--- config.mk ---
export PLATFORM = sky130hd
export DESIGN_NAME = pipeline_control
export DESIGN_NICKNAME = d
export VERILOG_FILES = /design/src/rtl/pipeline_control.sv
export SDC_FILE = /design/constraint.sdc
export NUM_CORES = 1
export LEC_CHECK = 0
export CAP_MARGIN = 20
export CORE_MARGIN = 2
export CORE_UTILIZATION = 46
export CTS_BUF_LIST = sky130_fd_sc_hd__clkbuf_8
export DETAILED_ROUTE_END_ITERATION = 10
export PLACE_DENSITY = 0.87
export SKIP_CTS_REPAIR_TIMING = 1
export SLEW_MARGIN = 5
export SYNTH_ARGS = -nofsm -noshare
export SYNTH_HDL_FRONTEND = slang
export SYNTH_SLANG_ARGS = --single-unit
--- constraint.sdc ---
create_clock -name clk -period 5.1 [get_ports clk]
set_clock_uncertainty 0.05 [all_clocks]
set_input_delay 0.51 -clock clk [delete_from_list [all_inputs] [get_ports clk]]
set_output_delay 0.51 -clock clk [all_outputs]
set_load 0.02 [all_outputs]
--- src/rtl/pipeline_control.sv ---
// Pipeline hazard controller: load-use, memory-wait and mul/div-wait stalls, plus branch flush.
// Control outputs are combinational from the registered FSM state; also keeps a stall-cycle counter.
module pipeline_control (
    input  logic        clk,
    input  logic        rst_n,
    input  logic        valid_id,
    input  logic [4:0]  rs1_id,
    input  logic [4:0]  rs2_id,
    input  logic        rs1_used_id,
    input  logic        rs2_used_id,
    input  logic        valid_ex,
    input  logic [4:0]  rd_ex,
    input  logic        mem_read_ex,
    input  logic        branch_taken_ex,
    input  logic        muldiv_start_ex,
    input  logic        muldiv_done,
    input  logic        mem_req_ma,
    input  logic        mem_ready_ma,
    input  logic        cnt_clr,
    output logic        stall_if,
    output logic        stall_id,
    output logic        stall_ex,
    output logic        stall_ma,
    output logic        flush_id,
    output logic        bubble_ex,
    output logic        bubble_ma,
    output logic [1:0]  state,
    output logic [15:0] stall_count
);

    typedef enum logic [1:0] {
        StRun        = 2'd0,
        StMemWait    = 2'd1,
        StMuldivWait = 2'd2
    } state_e;

    state_e      state_q, state_d;
    logic [15:0] stall_count_q, stall_count_d;
    logic        load_use;
    logic        mem_miss;

    assign load_use = valid_ex & mem_read_ex & (rd_ex != 5'd0) & valid_id &
                      ((rs1_used_id & (rs1_id == rd_ex)) | (rs2_used_id & (rs2_id == rd_ex)));
    assign mem_miss = mem_req_ma & ~mem_ready_ma;

    always_comb begin
        stall_if  = 1'b0;
        stall_id  = 1'b0;
        stall_ex  = 1'b0;
        stall_ma  = 1'b0;
        flush_id  = 1'b0;
        bubble_ex = 1'b0;
        bubble_ma = 1'b0;
        state_d   = state_q;
        unique case (state_q)
            StRun, StMemWait: begin
                // A memory wait is held until mem_ready_ma, whether or not the request is still up.
                if (mem_miss || (state_q == StMemWait && !mem_ready_ma)) begin
                    stall_if = 1'b1;
                    stall_id = 1'b1;
                    stall_ex = 1'b1;
                    stall_ma = 1'b1;
                    state_d  = StMemWait;
                end else if (muldiv_start_ex) begin
                    stall_if  = 1'b1;
                    stall_id  = 1'b1;
                    stall_ex  = 1'b1;
                    bubble_ma = 1'b1;
                    state_d   = StMuldivWait;
                end else if (branch_taken_ex) begin
                    flush_id  = 1'b1;
                    bubble_ex = 1'b1;
                    state_d   = StRun;
                end else if (load_use) begin
                    stall_if  = 1'b1;
                    stall_id  = 1'b1;
                    bubble_ex = 1'b1;
                    state_d   = StRun;
                end else begin
                    state_d = StRun;
                end
            end
            StMuldivWait: begin
                if (muldiv_done) begin
                    state_d = StRun;
                end else begin
                    stall_if  = 1'b1;
                    stall_id  = 1'b1;
                    stall_ex  = 1'b1;
                    bubble_ma = 1'b1;
                end
            end
            default: state_d = StRun;
        endcase
    end

    always_comb begin
        stall_count_d = stall_count_q;
        if (cnt_clr) begin
            stall_count_d = 16'd0;
        end else if (stall_if && stall_count_q != 16'hFFFF) begin
            stall_count_d = stall_count_q + 16'd1;
        end
    end

    always_ff @(posedge clk or negedge rst_n) begin
        if (!rst_n) begin
            state_q       <= StRun;
            stall_count_q <= 16'd0;
        end else begin
            state_q       <= state_d;
            stall_count_q <= stall_count_d;
        end
    end

    assign state       = state_q;
    assign stall_count = stall_count_q;

endmodule

-- Word-level counts from Yosys, hierarchy flattened
Cells that the tools add are included.
- bitwise operators: 9
- mux-type cells: 27
- equal/unequal tests: 6
- reductions and logical operators: 8
- $add $sub $neg: 1
- operators with widths (cell ; number):
    $mux W16 ; 2
    $mux W1 ; 18
    $add A16 B1 Y16 const B ; 1
    $ne A16 B16 Y1 const B ; 1
    $eq A5 B5 Y1 ; 2
    $and A1 B1 Y1 ; 7
    $mux W2 ; 3
    $pmux W1 S2 ; 3
    $reduce_bool A5 Y1 ; 1
    $pmux W2 S2 ; 1
    $eq A2 B1 Y1 const B ; 1
    $eq A2 B2 Y1 const B ; 1
    $logic_and A1 B1 Y1 ; 2
    $logic_not A2 Y1 ; 1
    $ne A2 B2 Y1 const B ; 1
    $reduce_bool A2 Y1 ; 1
    $reduce_or A2 Y1 ; 1
    $logic_not A1 Y1 ; 1
    $logic_or A1 B1 Y1 ; 1
    $not A1 Y1 ; 1
    $or A1 B1 Y1 ; 1
- bits in registers: 18
- output and inout port bits: 25

-- Depth between registers and ports, before layout
Gate-level depths: netlist of run 1.
- depth in word-level cells: 12
- mapped depth: 9

-- Worst setup path after synthesis of run 1
Ideal clock, no wire load.
- path type: input -> output
- from: input port rd_ex[1]
- to: output port stall_if
- stages on the path: 5
- data arrival time: 1.727 ns
- setup slack: 2.813 ns
- path buffers: 1
- cells stage by stage: or4_1 o2111ai_2 nor2b_1 a21o_1 buf_4
- word-level cells in the longest chain between the ends: 9
- elaborated cells on any way between the ends: 14
- those cells by class: 2 x eq/ne; 5 x mux; 6 x bitwise; 1 x reduce/logical
- ends and longest elaborated chain (item ; RTL line ; text):
    start, declared ; 12 ; input logic [4:0] rd_ex,
    $eq A5 B5 Y1 or $reduce_bool A5 Y1 (tied branches) ; 43, 42 ;
    $and A1 B1 Y1 (on tied branches) ; 43, 42 ;
    $or A1 B1 Y1 or $and A1 B1 Y1 (tied branches) ; 43, 42 ;
    $and A1 B1 Y1 * ; 42 ; assign load_use = valid_ex & mem_read_ex & (rd_ex != 5'd0) & valid_id &
    $mux W1 * (4 in a row) ; n/a ;
    $pmux W1 S2 * ; n/a ;
    end, declared ; 20 ; output logic stall_if,
Mark *: on every way between the ends. The rest lies on a longest branch, timed or not.

-- Worst setup path after layout of run 1
- from: input port rd_ex[2]
- to: output port stall_if
- word-level cells in the longest chain between the ends: 9
- elaborated cells on any way between the ends: 14
- those cells by class: 2 x eq/ne; 5 x mux; 6 x bitwise; 1 x reduce/logical
- ends and longest elaborated chain (item ; RTL line ; text):
    $eq A5 B5 Y1 or $reduce_bool A5 Y1 (tied branches) ; 43, 42 ;
    $and A1 B1 Y1 (on tied branches) ; 43, 42 ;
    $or A1 B1 Y1 or $and A1 B1 Y1 (tied branches) ; 43, 42 ;
    $and A1 B1 Y1 * ; 42 ;
    $mux W1 * ; 74 ; end else if (load_use) begin
    $mux W1 * ; 70 ; end else if (branch_taken_ex) begin
    $mux W1 * ; 64 ; end else if (muldiv_start_ex) begin
    $mux W1 * ; 58 ; if (mem_miss || (state_q == StMemWait && !mem_ready_ma)) begin
    $pmux W1 S2 * ; 55 ; unique case (state_q)
Marked as above.

==> results of run 1 <==
==> metrics by stage <==
step | hold slack (ns) | cells
3_5_place_dp | 0.5220 | 207
6_report | 0.5424 | 211
2_1_floorplan | 0.1644 | 133
3_3_place_gp | 0.5168 | 207
5_1_grt | 0.5720 | 211
4_1_cts | 0.5344 | 211
==> routing by layer <==
metal | track usage [%] | share of wire [%] | routed length, um
met1 | 30.85 | 39 | 1293
met2 | 43.57 | 55 | 1828
met3 | 2.732 | 5.8 | 194
met4 | 7.500 | 0.63 | 21
met5 | 0 | 0 | 0
==> final timing paths <==
check,from,endpoint,slack (ns),cells past startpoint
setup / recovery,rd_ex[2],stall_if,1.84,7
max in group asynchronous,rst_n,stall_count[12],3.81,1
hold reg to reg,stall_count[14],stall_count[14],0.54,2
min in group asynchronous,rst_n,stall_count[6],0.68,1
setup reg to reg,stall_count[3],stall_count[1],2.71,6
hold / removal,stall_count[14],stall_count[14],0.54,2
==> flip-flops by register name, summed over array words and instances (netlist names) <==
| name | count |
|---|---|
| stall_count | 16 |
| state | 2 |
==> cells by family after synthesis <==
group,after synthesis,synth area share [%]
AND/OR/NAND/NOR,54,25.72
AO/OA/AOI/OAI,38,20.49
flip-flops,18,38.42
XOR/XNOR,11,8.218
buffers and inverters,10,5.230
multiplexers,1,0.8538
adder cells (fa/ha/maj),1,1.067
==> power by group <==
part	switching, mW	internal (mW)
Sequential	0.00952	0.149
Clock	0.0496	0.0686
Combinational	0.0625	0.0616
Total	0.122	0.279
==> final cells by class <==
type	count	area (um2)	area share [%]
multi-input cells	105	660.6	38.15
repair buffers	52	520.5	30.06
flip-flops and latches	18	450.4	26.01
clock buffers	4	55.05	3.179
well taps	30	37.54	2.168
inverters	2	7.507	0.4335
==> cell usage in the layout (no fill, tap or decap) <==
master,n
sky130_fd_sc_hd__o21a_1,1
sky130_fd_sc_hd__o2111ai_2,1
sky130_fd_sc_hd__and4_1,1
sky130_fd_sc_hd__a21o_1,1
sky130_fd_sc_hd__and2_1,1
sky130_fd_sc_hd__o21ba_2,1
sky130_fd_sc_hd__o21ai_1,13
sky130_fd_sc_hd__and2_0,1
sky130_fd_sc_hd__or4_1,2
sky130_fd_sc_hd__or3_1,13
sky130_fd_sc_hd__xor2_1,1
sky130_fd_sc_hd__nand3_1,7
sky130_fd_sc_hd__dfrtp_1,18
sky130_fd_sc_hd__a31oi_4,1
sky130_fd_sc_hd__mux2i_1,1
sky130_fd_sc_hd__o21ai_0,1
sky130_fd_sc_hd__nand4_1,6
sky130_fd_sc_hd__inv_1,2
sky130_fd_sc_hd__xnor2_1,10
sky130_fd_sc_hd__nand2_1,7
sky130_fd_sc_hd__ha_1,1
sky130_fd_sc_hd__a22o_1,2
sky130_fd_sc_hd__and3_1,3
sky130_fd_sc_hd__o22ai_1,1
sky130_fd_sc_hd__clkbuf_8,4
sky130_fd_sc_hd__o31ai_1,2
sky130_fd_sc_hd__clkdlybuf4s50_1,52
sky130_fd_sc_hd__a21oi_1,14
sky130_fd_sc_hd__nor3_1,1
sky130_fd_sc_hd__nor2_1,8
sky130_fd_sc_hd__nor2b_1,3
sky130_fd_sc_hd__nor4_2,1
==> critical path: stages <==
cell and delay, ns:
sky130_fd_sc_hd__clkdlybuf4s50_1 0.50, sky130_fd_sc_hd__xnor2_1 0.26, sky130_fd_sc_hd__nand4_1 0.12, sky130_fd_sc_hd__o22ai_1 0.30
sky130_fd_sc_hd__nor2b_1 0.25, sky130_fd_sc_hd__a21o_1 0.17, sky130_fd_sc_hd__clkdlybuf4s50_1 0.60
==> results.md, run 1 <==
- The run finished with clean final reports.
- The number of flops mapped to enable cells by yosys is 0.
- The period utilization is 64.00%.
- The min-delay analysis places its worst path in the category flip-flop to flip-flop.
- After detailed routing, the number of remaining DRC violations is 0.
- The power density of the placed cells is 231.4 nW/um2.
- Summing all placed instances gives a cell area of 1677 um2.
- Entering global routing, the biggest net connects 31 pins.
- STA classifies the critical path startpoint as a primary input.
- For this design the top-level I/O count stands at 53.
- The worst-skew pair later-pin latency is 0.25 ns.
- The die extent in x is 54.49 um.
- The largest vdd supply drop is 0.2321 mV.
- Across every metal layer, demand over resource in global routing totals 24.47%.
- The distinct cell type count after synthesis is 36.
- The via count is 1,238.
- The first-pass detailed-route iteration total is 4.
- The post-route worst setup slack is 1.836 ns.
- The area of the mapped netlist is 1172 um2.
- The synthesized netlist net count is 162.
- Counting the fill cells in the layout gives 199.
- The height of the die is 54.49 um.
- The worst path required time is 4.54 ns.
- After synthesis, the share of flip-flops with an asynchronous set or reset is 100.0%.
- Once detailed placement completed, the half-perimeter wirelength came to 2.409 mm.
- Sorting the synthesized cells by how often they occur yields 18 x sky130_fd_sc_hd__dfrtp_1, 14 x sky130_fd_sc_hd__a21oi_1, 13 x sky130_fd_sc_hd__o21ai_1, 13 x sky130_fd_sc_hd__or3_1, 10 x sky130_fd_sc_hd__xnor2_1.
- For this design, the sink count on the clock tree is 18.
- The count of nets left with antenna violations once routing finished came out at 0.
- Once layout is done, the placed cells without fillers occupy 1732 um2.
- The average via count per standard cell is 5.867.
- The kind of capture point of the worst setup path is a primary output.
- In the final routed layout, each cell accounts on average for 15.82 um.
- The count of max-cap constraint violations is 0.
- The shortest clock period the worst path allows after layout is 3.264 ns.
- In this run the static leakage power is 0.6324 nW.
- The startpoint-to-endpoint class of the critical path is primary input to primary output.
- TritonCTS built the clock tree.
- Compared with the post-synthesis result, the final layout area differs by 47.71%.
- Static timing analysis puts the maximum clock frequency at 0.3064 GHz.
- The initial core utilization is 47.76%.
- The initial antenna violation count is 0.
- The number of failing setup endpoints in the final timing report is 0.
- The power consumption is 0.4007 mW.
- Summing the sequential cell areas from Yosys gives 38.42% of the chip area.
- The congestion estimate from routability-driven global placement came to 0.8203.
- The number of global-route vias before repair is 1,202.
- The number of clock buffers added by TritonCTS is 3.
- Setup total negative slack on the finished layout was measured at 0 ns.
- The total inserted antenna cells is 0.
- The floorplan step defined a die boundary enclosing 2969 um2.
- Headroom to the max-slew limit came out at 44.70%.
- Ranked by total cell area, the synthesized netlist is headed by sky130_fd_sc_hd__dfrtp_1 38%, sky130_fd_sc_hd__xnor2_1 7.5%, sky130_fd_sc_hd__or3_1 6.9%.
- At the pin with the least slew margin, the transition time is 0.8270 ns.
- The area fraction of the dominant cell type after synthesis is 38.42%.
- Cells fill 70.54% of the core in the end.
- The core box area is 2455 um2.
- Of the cells placed in the final design, the portion with a size suffix greater than 1 is 4.420%.
- After detailed routing, the total wire length is 3.337 mm.
- Setup repair after global routing left no endpoint under its margin.
- The final hold violation count is 0.
- The most used flip-flop cell after synthesis is sky130_fd_sc_hd__dfrtp_1.
- The total count of max-transition violations in the final report is 0.
- The worst-case clock buffer depth is 2.
- At the placement stage, the worst setup path has a slack of 1.844 ns.
- For this run, the number of Yosys warnings is 0.
- The most frequently used cell type in the post-synthesis netlist is sky130_fd_sc_hd__dfrtp_1.
- The first global-routing pass estimated 5.292 mm of wire.
- The initial DRC count is 28.
- The maximum level of the CTS H-tree is 1.
- Counting every instance in the synthesized netlist gives 133.
- Averaged over all synthesized cells, the footprint is 8.815 um2.
- The cell row count is 18.
- The cell at the root of the clock tree is sky130_fd_sc_hd__clkbuf_8.
- Global routing finished with a remaining overflow of 0.
- The worst-path maximum fanout is 3.
- The port buffer count is 52.
- The cell accounting for the most synthesized area is sky130_fd_sc_hd__dfrtp_1.
- The total of flip-flops plus latches after synthesis is 18.
- The clock-pin slew on the worst setup and hold paths is 0.07 ns.
- Data on the critical path arrives at its endpoint at 2.70 ns.
- The number of nets in the layout is 211.
No activity file was read; power rests on OpenSTA's default activity.
==> run 2: changes to the inputs <==
- CORE_UTILIZATION: 46 -> 43
- PLACE_DENSITY: 0.87 -> 0.82
- clock period: 5.1 -> 3.2 ns (I/O delays scaled with it)
==> results.md, run 2 (same netlist as run 1, synthesis figures left out) <==
- The worst hold slack is 0.4794 ns (-0.06297 ns).
- The worst-path maximum fanout is 3 (unchanged).
- Compared with the post-synthesis result, the final layout area differs by 48.35%.
- The die extent in x is 56.22 um (+3.2%).
- The height of the die is 56.22 um (+3.2%).
- Leaving out fill and tap cells, the most frequent cell in the layout is sky130_fd_sc_hd__clkdlybuf4s50_1.
- The maximum level of the CTS H-tree is 1 (unchanged).
- The worst setup path is captured at a primary output.
- The power consumption is 0.6377 mW (+59%).
- The gate family responsible for the most delay along the worst path is buffers and inverters.
- The clock tree from TritonCTS is built.
- The cell row count was 18 (unchanged).
- The run finished with clean final reports.
- The buffering stage count on the worst path with inverters included is 2 (unchanged).
- The final hold violation count is 0 (unchanged).
- The weighted congestion at the end of routability-driven global placement is 0.8541 (+4.1%).
- The worst path needs 2.783 ns of the cycle, external delays included.
- The sum of net half-perimeters after detailed placement is 2.442 mm (+1.4%).
- The routed wire length is 3.124 mm (-6.4%).
- The flip-flop count of the largest register after layout is 16 (unchanged).
- Traced cell by cell, the critical path runs through clkdlybuf4s50_1 > xnor2_1 > nand4_1 > o22ai_1 > nor2b_1 > a21o_1 > clkdlybuf4s50_1.
- The global-route wire length before repair is 5.409 mm (+2.2%).
- The largest vdd supply drop came to 0.3753 mV (+62%).
- The number of global-route vias before repair is 1,230 (+2.3%).
- The filler cell count in the final layout was 212 (+6.5%).
- The pin count of the biggest net entering global routing is 31 (unchanged).
- Setup repair after global routing left no endpoint under its margin.
- The port buffer count is 52 (unchanged).
- By startpoint and endpoint, the worst setup path is classified as primary input to primary output.
- The critical path data arrival time was 2.41 ns (-0.29 ns).
- The total count of max-transition violations in the final report is 0 (unchanged).
- The clock-pin slew on the worst setup and hold paths came to 0.07 ns (about the same).
- The worst path required time is 2.83 ns (-1.71 ns).
- The antenna violation net count after detailed routing is 0 (unchanged).
- The power density of the placed cells is 366.7 nW/um2 (+58%).
- The critical-path cell with the highest stage delay is sky130_fd_sc_hd__clkdlybuf4s50_1.
- The per-cell routed wire length is 14.74 um (-6.8%).
- The share of layout cells above drive strength 1 was 4.945% (+0.53 points).
- The upper clock frequency limit is 0.3594 GHz.
- The via count was 1,226 (-0.97%).
- Leaving out fill and tap cells, the most frequent cells in the layout are 52 x sky130_fd_sc_hd__clkdlybuf4s50_1, 18 x sky130_fd_sc_hd__dfrtp_1, 14 x sky130_fd_sc_hd__a21oi_1.
- The met2 track demand over resource in global routing is 36.64% (-6.9 points).
- The DRC violation count after routing is 0 (unchanged).
- The maximum single-stage delay on the critical path is 0.60 ns (about the same).
- The layer carrying the most global-route usage is met2.
- The die footprint is 3160 um2 (+6.5%).
- The transition time of the tightest slew-check pin is 0.8002 ns (-0.02675 ns).
- The total negative slack is 0 ns (unchanged).
- The number of failing setup endpoints in the final timing report is 0 (unchanged).
- The standby leakage power was 0.6374 nW (+0.78%).
- The initial antenna violation count is 0 (unchanged).
- The core box area came to 2522 um2 (+2.8%).
- The met1 track demand over resource in global routing is 25.80% (-5.0 points).
- The relative slew slack came to 46.48% (+1.8 points).
- The total overflow reported by the global router came to 0 (unchanged).
- The most frequent cell on the critical path is sky130_fd_sc_hd__clkdlybuf4s50_1.
- The root buffer cell chosen for the clock tree is sky130_fd_sc_hd__clkbuf_8.
- The first-pass detailed-route iteration total is 4 (unchanged).
- The element type at the critical path start is a primary input.
- The average via count per standard cell is 5.783 (-1.4%).
- The number of nets in the layout is 212 (+0.47%).
- The met3 demand-to-capacity share in global routing is 3.721% (+0.99 points).
- The kind of path behind the tightest hold check is primary input to asynchronous set/reset pin.
- The worst-skew pair later-pin latency came to 0.25 ns (about the same).
- The total inserted antenna cells is 0 (unchanged).
- The count of max-cap constraint violations came to 0 (unchanged).
- The period utilization is 86.96%.
- The overall fraction of global-route tracks in use is 20.96% (-3.5 points).
- The clock sink total is 18 (unchanged).
- The initial DRC count was 40 (+43%).
- The total CTS buffers is 3 (unchanged).
- The total I/O pin count is 53 (unchanged).
- The initial core utilization is 46.48% (-1.3 points).
- The worst-case clock buffer depth was 2 (unchanged).
[run 2: worst paths after layout]
| kind | endpoint | start | cells past startpoint | slack (ns) |
|---|---|---|---|---|
| max | stall_if | rd_ex[4] | 7 | 0.42 |
| min | stall_count[10] | rst_n | 1 | 0.48 |
| max reg2reg | stall_count[15] | stall_count[0] | 8 | 1.06 |
| min reg2reg | stall_count[15] | stall_count[15] | 2 | 0.54 |
| max in group asynchronous | stall_count[12] | rst_n | 1 | 2.13 |
| min in group clk | stall_count[15] | stall_count[15] | 2 | 0.54 |
[run 2: power breakdown]
group | leakage, nW | internal, mW | total (mW) | switching [mW]
Combinational | 0.361 | 0.101 | 0.199 | 0.0981
Sequential | 0.247 | 0.238 | 0.254 | 0.0162
Clock | 0.0288 | 0.109 | 0.185 | 0.0759
Total | 0.637 | 0.448 | 0.638 | 0.190
[run 2: layer usage]
layer,up-vias,share of wire (%)
li1,591,-
met1,586,44
met2,40,49
met3,9,4.6
met4,0,2.4
met5,-,0
[run 2: final cells by class]
type | instances | area, um2 | share of cell area, %
Clock buffer | 4 | 55.05 | 3.165
Inverter | 2 | 7.507 | 0.4317
Multi-Input combinational cell | 105 | 660.6 | 37.99
Sequential cell | 18 | 450.4 | 25.90
Tap cell | 30 | 37.54 | 2.158
Timing Repair Buffer | 53 | 528.0 | 30.36
[run 2: per-stage QoR]
stage          instance area [um2]  setup slack, ns  util, %  instances
3_5_place_dp                  1684           0.4268    66.77        208
6_report                      1739           0.4174    68.95        212
4_1_cts                       1739           0.4179    68.95        212
3_3_place_gp                  1684           0.4862    66.77        208
2_1_floorplan                 1172            1.220        -        133
5_1_grt                       1739           0.2702    68.95        212
